File: src/rtl/syn_s_info.sv
// Slave-side receiver for the UTC-second info link: deserialises four MSB-first
// bytes from rx_info, publishes the 32-bit second and flags frame/gap/sequence errors.
module syn_s_info #(
  parameter int GAP_BITS = 16
) (
  input  logic        clk_sys,
  input  logic        rst_n,
  input  logic        rx_info,
  input  logic [19:0] tbit_period,
  output logic [31:0] utc_sec,
  output logic        fire_utc,
  output logic        err_frame,
  output logic        err_gap,
  output logic        err_seq
);

  localparam int GW = (GAP_BITS > 1) ? $clog2(GAP_BITS) : 1;
  localparam logic [GW-1:0] GAP_LAST = GW'(GAP_BITS - 1);

  typedef enum logic [2:0] {
    S_IDLE, S_START, S_DATA, S_STOP, S_GAP, S_DONE
  } state_t;

  state_t state, state_nxt;

  logic          sync1, rx_s;
  logic [19:0]   timer;
  logic [19:0]   half;
  logic          expired;
  logic [2:0]    bit_cnt;
  logic [1:0]    byte_cnt;
  logic [7:0]    shreg;
  logic [31:0]   word;
  logic [GW-1:0] gap_cnt;
  logic          have_prev;

  logic ld_half, ld_full, do_shift, store, cnt_inc, cnt_clr;
  logic gap_inc, gap_clr, fire, e_frame, e_gap;

  assign half    = {1'b0, tbit_period[19:1]};
  assign expired = (timer <= 20'd1);

  always_ff @(posedge clk_sys or negedge rst_n) begin
    if (!rst_n) begin
      sync1 <= 1'b1;
      rx_s  <= 1'b1;
    end else begin
      sync1 <= rx_info;
      rx_s  <= sync1;
    end
  end

  always_ff @(posedge clk_sys or negedge rst_n) begin
    if (!rst_n) state <= S_IDLE;
    else        state <= state_nxt;
  end

  // A falling edge in S_GAP is checked before the gap timeout, so the edge wins a tie.
  always_comb begin
    state_nxt = state;
    ld_half   = 1'b0;
    ld_full   = 1'b0;
    do_shift  = 1'b0;
    store     = 1'b0;
    cnt_inc   = 1'b0;
    cnt_clr   = 1'b0;
    gap_inc   = 1'b0;
    gap_clr   = 1'b0;
    fire      = 1'b0;
    e_frame   = 1'b0;
    e_gap     = 1'b0;
    case (state)
      S_IDLE: begin
        if (!rx_s) begin
          ld_half   = 1'b1;
          state_nxt = S_START;
        end
      end
      S_START: begin
        if (expired) begin
          if (!rx_s) begin
            ld_full   = 1'b1;
            state_nxt = S_DATA;
          end else begin
            state_nxt = S_IDLE;
          end
        end
      end
      S_DATA: begin
        if (expired) begin
          do_shift = 1'b1;
          ld_full  = 1'b1;
          if (bit_cnt == 3'd7) state_nxt = S_STOP;
        end
      end
      S_STOP: begin
        if (expired) begin
          if (!rx_s) begin
            e_frame   = 1'b1;
            cnt_clr   = 1'b1;
            state_nxt = S_IDLE;
          end else begin
            store = 1'b1;
            if (byte_cnt == 2'd3) begin
              state_nxt = S_DONE;
            end else begin
              cnt_inc   = 1'b1;
              gap_clr   = 1'b1;
              ld_full   = 1'b1;
              state_nxt = S_GAP;
            end
          end
        end
      end
      S_GAP: begin
        if (!rx_s) begin
          ld_half   = 1'b1;
          state_nxt = S_START;
        end else if (expired) begin
          if (gap_cnt == GAP_LAST) begin
            e_gap     = 1'b1;
            cnt_clr   = 1'b1;
            state_nxt = S_IDLE;
          end else begin
            gap_inc = 1'b1;
            ld_full = 1'b1;
          end
        end
      end
      S_DONE: begin
        fire      = 1'b1;
        cnt_clr   = 1'b1;
        state_nxt = S_IDLE;
      end
      default: state_nxt = S_IDLE;
    endcase
  end

  // Datapath and registered output pulses; utc_sec only moves on a completed frame.
  always_ff @(posedge clk_sys or negedge rst_n) begin
    if (!rst_n) begin
      timer     <= '0;
      bit_cnt   <= '0;
      byte_cnt  <= '0;
      shreg     <= '0;
      word      <= '0;
      gap_cnt   <= '0;
      utc_sec   <= '0;
      fire_utc  <= 1'b0;
      err_frame <= 1'b0;
      err_gap   <= 1'b0;
      err_seq   <= 1'b0;
      have_prev <= 1'b0;
    end else begin
      fire_utc  <= fire;
      err_frame <= e_frame;
      err_gap   <= e_gap;
      err_seq   <= fire && have_prev && (word != utc_sec + 32'd1);

      if (ld_half)            timer <= half;
      else if (ld_full)       timer <= tbit_period;
      else if (timer != '0)   timer <= timer - 20'd1;

      if (ld_half) begin
        bit_cnt <= '0;
      end else if (do_shift) begin
        shreg   <= {shreg[6:0], rx_s};
        bit_cnt <= bit_cnt + 3'd1;
      end

      if (store) word <= {word[23:0], shreg};

      if (cnt_clr)      byte_cnt <= '0;
      else if (cnt_inc) byte_cnt <= byte_cnt + 2'd1;

      if (gap_clr)      gap_cnt <= '0;
      else if (gap_inc) gap_cnt <= gap_cnt + GW'(1);

      if (fire) begin
        utc_sec   <= word;
        have_prev <= 1'b1;
      end
    end
  end

endmodule

File: config.mk
export PLATFORM = sky130hd
export DESIGN_NAME = syn_s_info
export DESIGN_NICKNAME = d
export VERILOG_FILES = /design/src/rtl/syn_s_info.sv
export SDC_FILE = /design/constraint.sdc
export NUM_CORES = 1
export LEC_CHECK = 0
export CAP_MARGIN = 25
export CORE_MARGIN = 4
export CORE_UTILIZATION = 52
export DETAILED_ROUTE_END_ITERATION = 8
export PLACE_DENSITY = 0.8
export SYNTH_ARGS = -nofsm -noshare
export SYNTH_HDL_FRONTEND = slang
export SYNTH_SLANG_ARGS = --single-unit
File: constraint.sdc
create_clock -name clk_sys -period 2.4 [get_ports clk_sys]
set_input_delay 0.6 -clock clk_sys [delete_from_list [all_inputs] [get_ports clk_sys]]
set_output_delay 0.6 -clock clk_sys [all_outputs]
set_load 0.03 [all_outputs]
# Word level (Yosys, flattened, before mapping)

Cells that the tools add are included.

Bits in registers: 111
Word-level logic and storage cells: 94

Add/subtract/negate cells: 5
Order comparisons: 1
Reductions and logical operators: 11
Eq/ne operators: 16
Mux-type cells: 45
Bitwise logic cells: 1

Operators by type and width:

| operator                | count |
|---|---|
| $mux W20                | 3 |
| $mux W3                 | 11 |
| $add A32 B1 Y32 const B | 1 |
| $ne A32 B32 Y1          | 1 |
| $mux W1                 | 23 |
| $le A20 B1 Y1 const B   | 1 |
| $reduce_bool A20 Y1     | 1 |
| $sub A20 B1 Y20 const B | 1 |
| $pmux W3 S5             | 1 |
| $ne A2 B2 Y1 const B    | 5 |
| $eq A3 B3 Y1 const B    | 3 |
| $mux W4                 | 2 |
| $reduce_and A7 Y1       | 1 |
| $eq A3 B2 Y1 const B    | 2 |
| $mux W2                 | 3 |
| $ne A3 B3 Y1 const B    | 2 |
| $reduce_bool A2 Y1      | 3 |
| $add A4 B1 Y4 const B   | 1 |
| $eq A4 B4 Y1 const B    | 1 |
| $pmux W1 S4             | 1 |
| $add A3 B1 Y3 const B   | 1 |
| $eq A3 B1 Y1 const B    | 1 |
| $logic_not A3 Y1        | 1 |
| $pmux W1 S3             | 1 |
| 7 further kinds         | 8 |

# Logic depth before layout (Yosys ltp)

Gate-level depths: netlist of the first run.

Depth in word-level cells: 7
Depth in mapped cells: 10
Mapped depth without buffers: 9

# Worst setup path after synthesis of the first run

OpenSTA, ideal clock, no wires.

Path type: register to register
Start point: register utc_sec[0]
End point: register err_seq
Buffers on the path: 0
Data required time: 2.267 ns
Stages on the path, launching flop included: 9
Clock period less this slack: 2.594 ns
Setup slack: -0.194 ns
Data arrival time: 2.461 ns
Cell sequence: dfrtp_1 ha_1 nand2_1 or4_1 or4_1 a21boi_0 o21ai_1 a211oi_1 a31oi_1

Cells in the longest elaborated chain, start to end: 3

Ends and longest elaborated chain:

| what                     | RTL line | text |
|---|---|---|
| start: declaration       | 10       | `output logic [31:0] utc_sec,` |
| start signal: assignment | 180      | `utc_sec <= word;` |
| $add A32 B1 Y32          | 158      | `err_seq <= fire && have_prev && (word != utc_sec + 32'd1);` |
| $ne A32 B32 Y1           | 158      |  |
| $logic_and A1 B1 Y1      | 158      |  |
| end signal: assignment   | 158      |  |
| end: declaration         | 14       | `output logic err_seq` |

Every way passes these cells.
A chain may end at the register's enable or synchronous reset.

# Final worst setup path of the first run

Start point: register utc_sec[6]
End point: register err_seq

The elaborated chain is that of the path after synthesis.

==> impl_metrics.csv, run 1 <==
group,metric,value,unit
grt,grt.total_usage,23.6,%
synthesis,synth_top_family_by_area,"simple AND/OR/NAND/NOR gates",
critical_path,crit_start,"utc_sec[6]",
synthesis,syn_area,6160,um^2
layout,diodes,0,
route,num_vias,5253,
critical_path,critical_path_class,"register to register",
route,post-route-drc-count,0,
clocking,clock_latency,360,ps
layout,final_common_cell,"nand2_1",
timing,holdWs,222,ps
power,leakagePower,3.57,nW
layout,nNetsFinal,780,
layout,final_cell_mix,"119 x nand2_1, 97 x dfrtp_1, 61 x buf_4",
grt,grt_pass1_wl,25200,um
route,wire_per_inst,17.4,um
route,ant_nets,0,
floorplan,io-pin-count,59,
floorplan,core_area,11500,um^2
critical_path,setup.worst_path.end,"err_seq",
synthesis,ys_types,62,
route,drt_iter0_drc,383,
synthesis,synth_seq_area_share,45.2,%
timing,hold_viol,0,
timing,setup_viol,0,
placed_design,port_buffers,58,
synthesis,yosys_warnings,0,
layout,post-route-util,67.5,%
floorplan,fp.dieH,117,um
synthesis,synth_mux_area_share,8.98,%
power,p_per_area,552,nW/um^2
grt,overflow,0,
critical_path,cp.required,2630,ps
clocking,root_buffer,"clkbuf_16",
critical_path,worst-path-max-fanout,7,
timing,final.min_clock_period,2330,ps
critical_path,reg2reg_depth,7,
synthesis,async_reset_ff_share,100,%
layout,area.growth.synth_to_final,26.3,%
critical_path,regToRegStartpoint,"utc_sec[6]",
route,routed_wl,15600,um
grt,antenna_found_initial,0,
placed_design,placed_area,7260,um^2
critical_path,r2r_slack,70,ps
timing,relSlewSlack,64.7,%
layout,final_area,7780,um^2
synthesis,syn_avg_cell_area,9.55,um^2
timing,period_share,97.2,%
clocking,cts_made_buffers,9,
clocking,cts_tree,"yes",
timing,fin_worst_skew,14.5,ps
synthesis,syn-instance-count,645,
timing,maxSlewViolCount,0,
timing,grt_setup_unrepaired,"yes",
floorplan,die_w,117,um
synthesis,synthAdderAreaFrac,1.63,%
critical_path,crit_arrival,2570,ps
placed_design,dp_cells,868,
hold_path,holdCritPathClass,"input pin to asynchronous set/reset pin",
clocking,cts_max_path_buffers,2,
synthesis,yosys.area_share.xor_xnor,8.21,%
placed_design,routabilityCongestion,0.945,
synthesis,synth_edf_count,0,
flow_run,cap_violations,0,
grt,grt_pass1_vias,5115,
layout,fin_cells,897,
floorplan,row_count,39,
route,firstDrtPassIters,5,
floorplan,initial_core_util,53.5,%
critical_path,end_kind,"register",
run_status,run_status,"finished clean",
timing,max_freq,428,MHz
timing,tightest_slew,529,ps
synthesis,synth_compound_gate_area_share,9.59,%
synthesis,ys_ff_latch,111,
clocking,clock_sinks,111,
route,vias_per_cell,5.86,
clocking,path_clk_slew,70,ps
synthesis,synthSimpleGateAreaFrac,23.7,%
critical_path,r2r_end,"err_seq",
synthesis,synthesis.nets,676,
power,vdd_ir_drop_max,0.000534,V
grt,grt_max_degree,41,
clocking,htreeDepth,3,
critical_path,cp-start-kind,"register",
synthesis,synth_top_flop_cell,"dfrtp_1",
floorplan,die_area,13600,um^2
placed_design,dp_hpwl,10700,um
timing,final.setup.tns,0,ps
layout,drive_above_1_share,22.0,%
==> cells in the mapped netlist (12+ instances only) <==
master / instances / area share, %
clkbuf_1: 15 / 0.91
xor2_1: 19 / 2.7
nor3_1: 21 / 1.7
nand4_1: 12 / 1.2
nor2_1: 43 / 2.6
mux2_2: 41 / 7.5
o21ai_0: 18 / 1.5
a21oi_1: 39 / 3.2
xnor2_1: 36 / 5.1
dfrtp_1: 109 / 44
nand3_1: 19 / 1.5
nor4_1: 12 / 1.2
inv_1: 13 / 0.79
nand2_1: 120 / 7.3
==> critical path: stages, from the launching register on <==
cell      delay (ps)
dfrtp_2          450
nand4_4          200
or4_4            560
or4_1            410
a21boi_1         150
o21ai_1          100
a211oi_2         230
a31oi_1          100
==> kinds of logic (layout without fill, tap and decap cells) <==
logic type               after synthesis  count (layout)
XOR/XNOR                              56              56
flip-flops                           111             111
AND/OR/NAND/NOR                      283             283
AO/OA/AOI/OAI                         95              95
adder cells (fa/ha/maj)                8               8
buffers and inverters                 42             151
multiplexers                          50              50
==> layout make-up <==
| type | count | area (um^2) |
|---|---|---|
| clock inverters | 5 | 81.3 |
| multi-input cells | 492 | 3320 |
| well taps | 143 | 179 |
| flip-flops and latches | 111 | 2800 |
| repair buffers | 122 | 1110 |
| inverters | 13 | 48.8 |
| clock buffers | 11 | 243 |
| fillers | 860 | 3740 |
==> where the power goes <==
part / switching, mW / internal [mW] / leakage (nW) / total, mW
Combinational: 0.283 / 0.272 / 1.94 / 0.555
Sequential: 0.120 / 1.97 / 1.48 / 2.09
Clock: 0.702 / 0.947 / 0.156 / 1.65
==> through the flow <==
| stage | power, mW | setup WS, ps |
|---|---|---|
| 2_1_floorplan | 2.42 | 7.72 |
| 3_3_place_gp | 2.60 | 24.1 |
| 3_5_place_dp | 2.63 | -68.1 |
| 4_1_cts | 4.28 | 3.19 |
| 5_1_grt | 4.48 | -57.8 |
| 6_report | 4.29 | 66.1 |
==> layer usage <==
layer	vias up	wire [um]	track usage (%)
li1	2490	-	-
met4	0	439	10.9
met1	2581	6560	29.6
met5	-	0	0
met3	32	589	3.50
met2	150	8030	40.2
==> what timing repair did <==
| action | 4_1_cts | 5_1_grt |
|---|---|---|
| resized for setup | 2 | 20 |
| pin swaps | 0 | 9 |
| hold buffers | 0 | 0 |
| buffers inserted | 0 | 13 |
| endpoints found under the setup margin | 2 | 53 |
==> state kept, by name (all words and copies together), names as in the netlist <==
signal / cells
bit_cnt: 3
byte_cnt: 2
err_frame: 1
err_gap: 1
err_seq: 1
fire_utc: 1
gap_cnt: 4
have_prev: 1
rx_s: 1
shreg: 8
state: 3
sync1: 1
timer: 20
utc_sec: 32
word: 32
==> worst min path at each step <==
| stage | endpoint | slack [ps] | cells after the start |
|---|---|---|---|
| 2_1_floorplan | bit_cnt[0] | 300 | 0 |
| 3_5_place_dp | rx_s | 350 | 0 |
| 4_1_cts | word[28] | 230 | 1 |
| 6_report | word[28] | 220 | 1 |
| 5_1_grt | utc_sec[30] | 260 | 1 |
| 3_3_place_gp | rx_s | 350 | 0 |
No activity file was read; power rests on OpenSTA's default activity.
==> inputs of run 2 (changes only) <==
--- a/config.mk
+++ b/config.mk
@@ -11,2 +11,3 @@
 export DETAILED_ROUTE_END_ITERATION = 8
+export GPL_TIMING_DRIVEN = 0
 export PLACE_DENSITY = 0.8
==> constraint.sdc (replaced) <==
create_clock -name clk_sys -period 2.1 [get_ports clk_sys]
set_input_delay 0.21 -clock clk_sys [delete_from_list [all_inputs] [get_ports clk_sys]]
set_output_delay 0.21 -clock clk_sys [all_outputs]
set_load 0.03 [all_outputs]
==> run 2 against run 1 <==
Effect of this change: largest cell class unchanged; final cell count rose by 0.78%; via count grew 3.0%; the flow now finishes with violations (setup timing); critical path depth unchanged; routed wire length up 6.0%; utilization rose by 2.5 points; die area stayed put; highest routed layer unchanged; hold slack better by 32 ps; clock skew fell by 5.2 ps; setup slack got worse by 350 ps; non-clock buffer count grew 7.
==> impl_metrics.csv, run 2 (same netlist as run 1, synthesis figures left out) <==
group,metric,value,unit
run_status,run_status,"complete, but fails checks",
run_status,violations,"setup timing",
timing,hold_viol,0,
clocking,clock_latency,360,ps
grt,grt_pass1_vias,5378,
layout,final_cell_mix,"113 x nand2_1, 93 x dfrtp_1, 57 x clkdlybuf4s50_1",
clocking,htreeDepth,3,
critical_path,cp_slowest_cell,"or4_1",
clocking,cts_tree,"yes",
layout,area.growth.synth_to_final,30.9,%
critical_path,r2r_end,"err_seq",
layout,nNetsFinal,787,
timing,fin_worst_skew,9.24,ps
critical_path,critPathTopFamily,"simple AND/OR/NAND/NOR gates",
placed_design,routabilityCongestion,0.944,
timing,holdWs,254,ps
critical_path,end_kind,"register",
critical_path,path_common_cell,"nand3_2",
clocking,root_buffer,"clkbuf_16",
grt,grt.total_usage,24.7,%
layout,drive_above_1_share,27.1,%
timing,relSlewSlack,51.0,%
power,p_per_area,599,nW/um^2
critical_path,cp_cell_sequence,"nand3_2 -> nor4_4 -> buf_4 -> nand3_2 -> or4_1 -> a2111oi_2 -> a31oi_1",
floorplan,row_count,39,
route,post-route-drc-count,0,
route,num_vias,5409,
timing,grt_setup_unrepaired,"yes",
clocking,clock_sinks,111,
critical_path,crit_arrival,2630,ps
critical_path,cp-start-kind,"register",
hold_path,holdCritPathClass,"input pin to register",
critical_path,worst-path-max-fanout,6,
floorplan,fp.dieH,117,um
hold_path,whs_endpoint,"sync1",
floorplan,die_area,13600,um^2
route,vias_per_cell,5.98,
timing,fin_ws,-288,ps
clocking,cts_made_buffers,9,
clocking,path_clk_slew,80,ps
placed_design,port_buffers,58,
power,vdd_ir_drop_max,0.000596,V
layout,final_common_cell,"nand2_1",
power,leakagePower,3.59,nW
critical_path,regToRegStartpoint,"utc_sec[7]",
grt,grt_max_degree,58,
timing,maxSlewViolCount,0,
layout,top_regs,"utc_sec: 32 flops, word: 32 flops, timer: 20 flops",
layout,n_fill_cell,800,
route,routed_wl,16600,um
hold_path,hold_path.startpoint,"rx_info",
floorplan,io-pin-count,59,
grt,grt_pass1_wl,26600,um
grt,antenna_found_initial,0,
critical_path,r2r_slack,-290,ps
floorplan,core_area,11500,um^2
timing,tightest_slew,735,ps
floorplan,initial_core_util,53.5,%
timing,period_share,114,%
timing,final.min_clock_period,2390,ps
route,ant_nets,0,
flow_run,cap_violations,0,
grt,overflow,0,
critical_path,slowest_delay,490,ps
placed_design,dp_hpwl,10900,um
route,wire_per_inst,18.3,um
critical_path,critical_path_class,"register to register",
hold_path,hold_depth,1,
critical_path,crit_start,"utc_sec[7]",
critical_path,cp.required,2340,ps
route,firstDrtPassIters,5,
critical_path,reg2reg_depth,7,
timing,setup_viol,72,
critical_path,crit_buf_inv,1,
clocking,cts_max_path_buffers,2,
floorplan,die_w,117,um
route,drt_iter0_drc,558,
layout,diodes,0,
timing,max_freq,419,MHz
timing,final.setup.tns,-15320,ps
layout,post-route-util,70.0,%
==> run 2: cell count changes in the layout (fill, tap and decap cells not counted), moves of 7 or more <==
cell,before,now
a21oi_2,0,7
nand3_2,1,8
a21oi_1,39,32
clkbuf_1,1,10
buf_6,0,9
buf_4,61,35
==> run 2: what timing repair did <==
item                                    in CTS  in global routing
endpoints found under the setup margin      92                 94
pin swaps                                   26                 23
resized for setup                           43                 26
hold endpoints to repair                    54                  0
hold buffers                                 1                  0
setup buffers                               23                 19
gates cloned                                 2                  0
==> run 2: layout make-up <==
cell class              count  area, um^2  share of cell area [%]
plain buffers              27         220                    2.73
flip-flops and latches    111        2800                    34.7
clock inverters             6        68.8                   0.854
clock buffers              10         229                    2.84
repair buffers            102        1000                    12.4
multi-input cells         492        3510                    43.6
inverters                  13        48.8                   0.605
well taps                 143         179                    2.22
==> run 2: metal layers <==
layer | share of wire (%) | routed length, um | track usage (%) | vias to the layer above
met5 | 0 | 0 | 0 | -
met4 | 2.2 | 367 | 10.4 | 0
met3 | 4.7 | 775 | 4.27 | 32
met2 | 50 | 8360 | 40.4 | 187
met1 | 43 | 7060 | 32.6 | 2685
li1 | - | - | - | 2505
==> run 2: where the power goes <==
| group | switching [mW] | internal [mW] |
|---|---|---|
| combinational | 0.356 | 0.319 |
| clock | 0.819 | 0.933 |
| sequential | 0.157 | 2.25 |
| total | 1.33 | 3.50 |
==> run 2: per-stage QoR <==
stage	instance area, um^2	setup slack (ps)	std cells	power, mW
5_1_grt	8060	-381	904	5.03
3_5_place_dp	7150	-608	847	3.02
4_1_cts	7860	-391	889	4.79
3_3_place_gp	7120	-3740	846	2.98
2_1_floorplan	6360	-243	645	2.82
6_report	8060	-288	904	4.83
==> run 2: worst max-delay path by stage <==
stage,end,slack [ps],cells after the start
3_5_place_dp,err_seq,-610,8
4_1_cts,gap_cnt[3],-390,8
6_report,err_seq,-290,7
5_1_grt,err_seq,-380,7
2_1_floorplan,err_seq,-240,8
3_3_place_gp,utc_sec[8],-3740,1
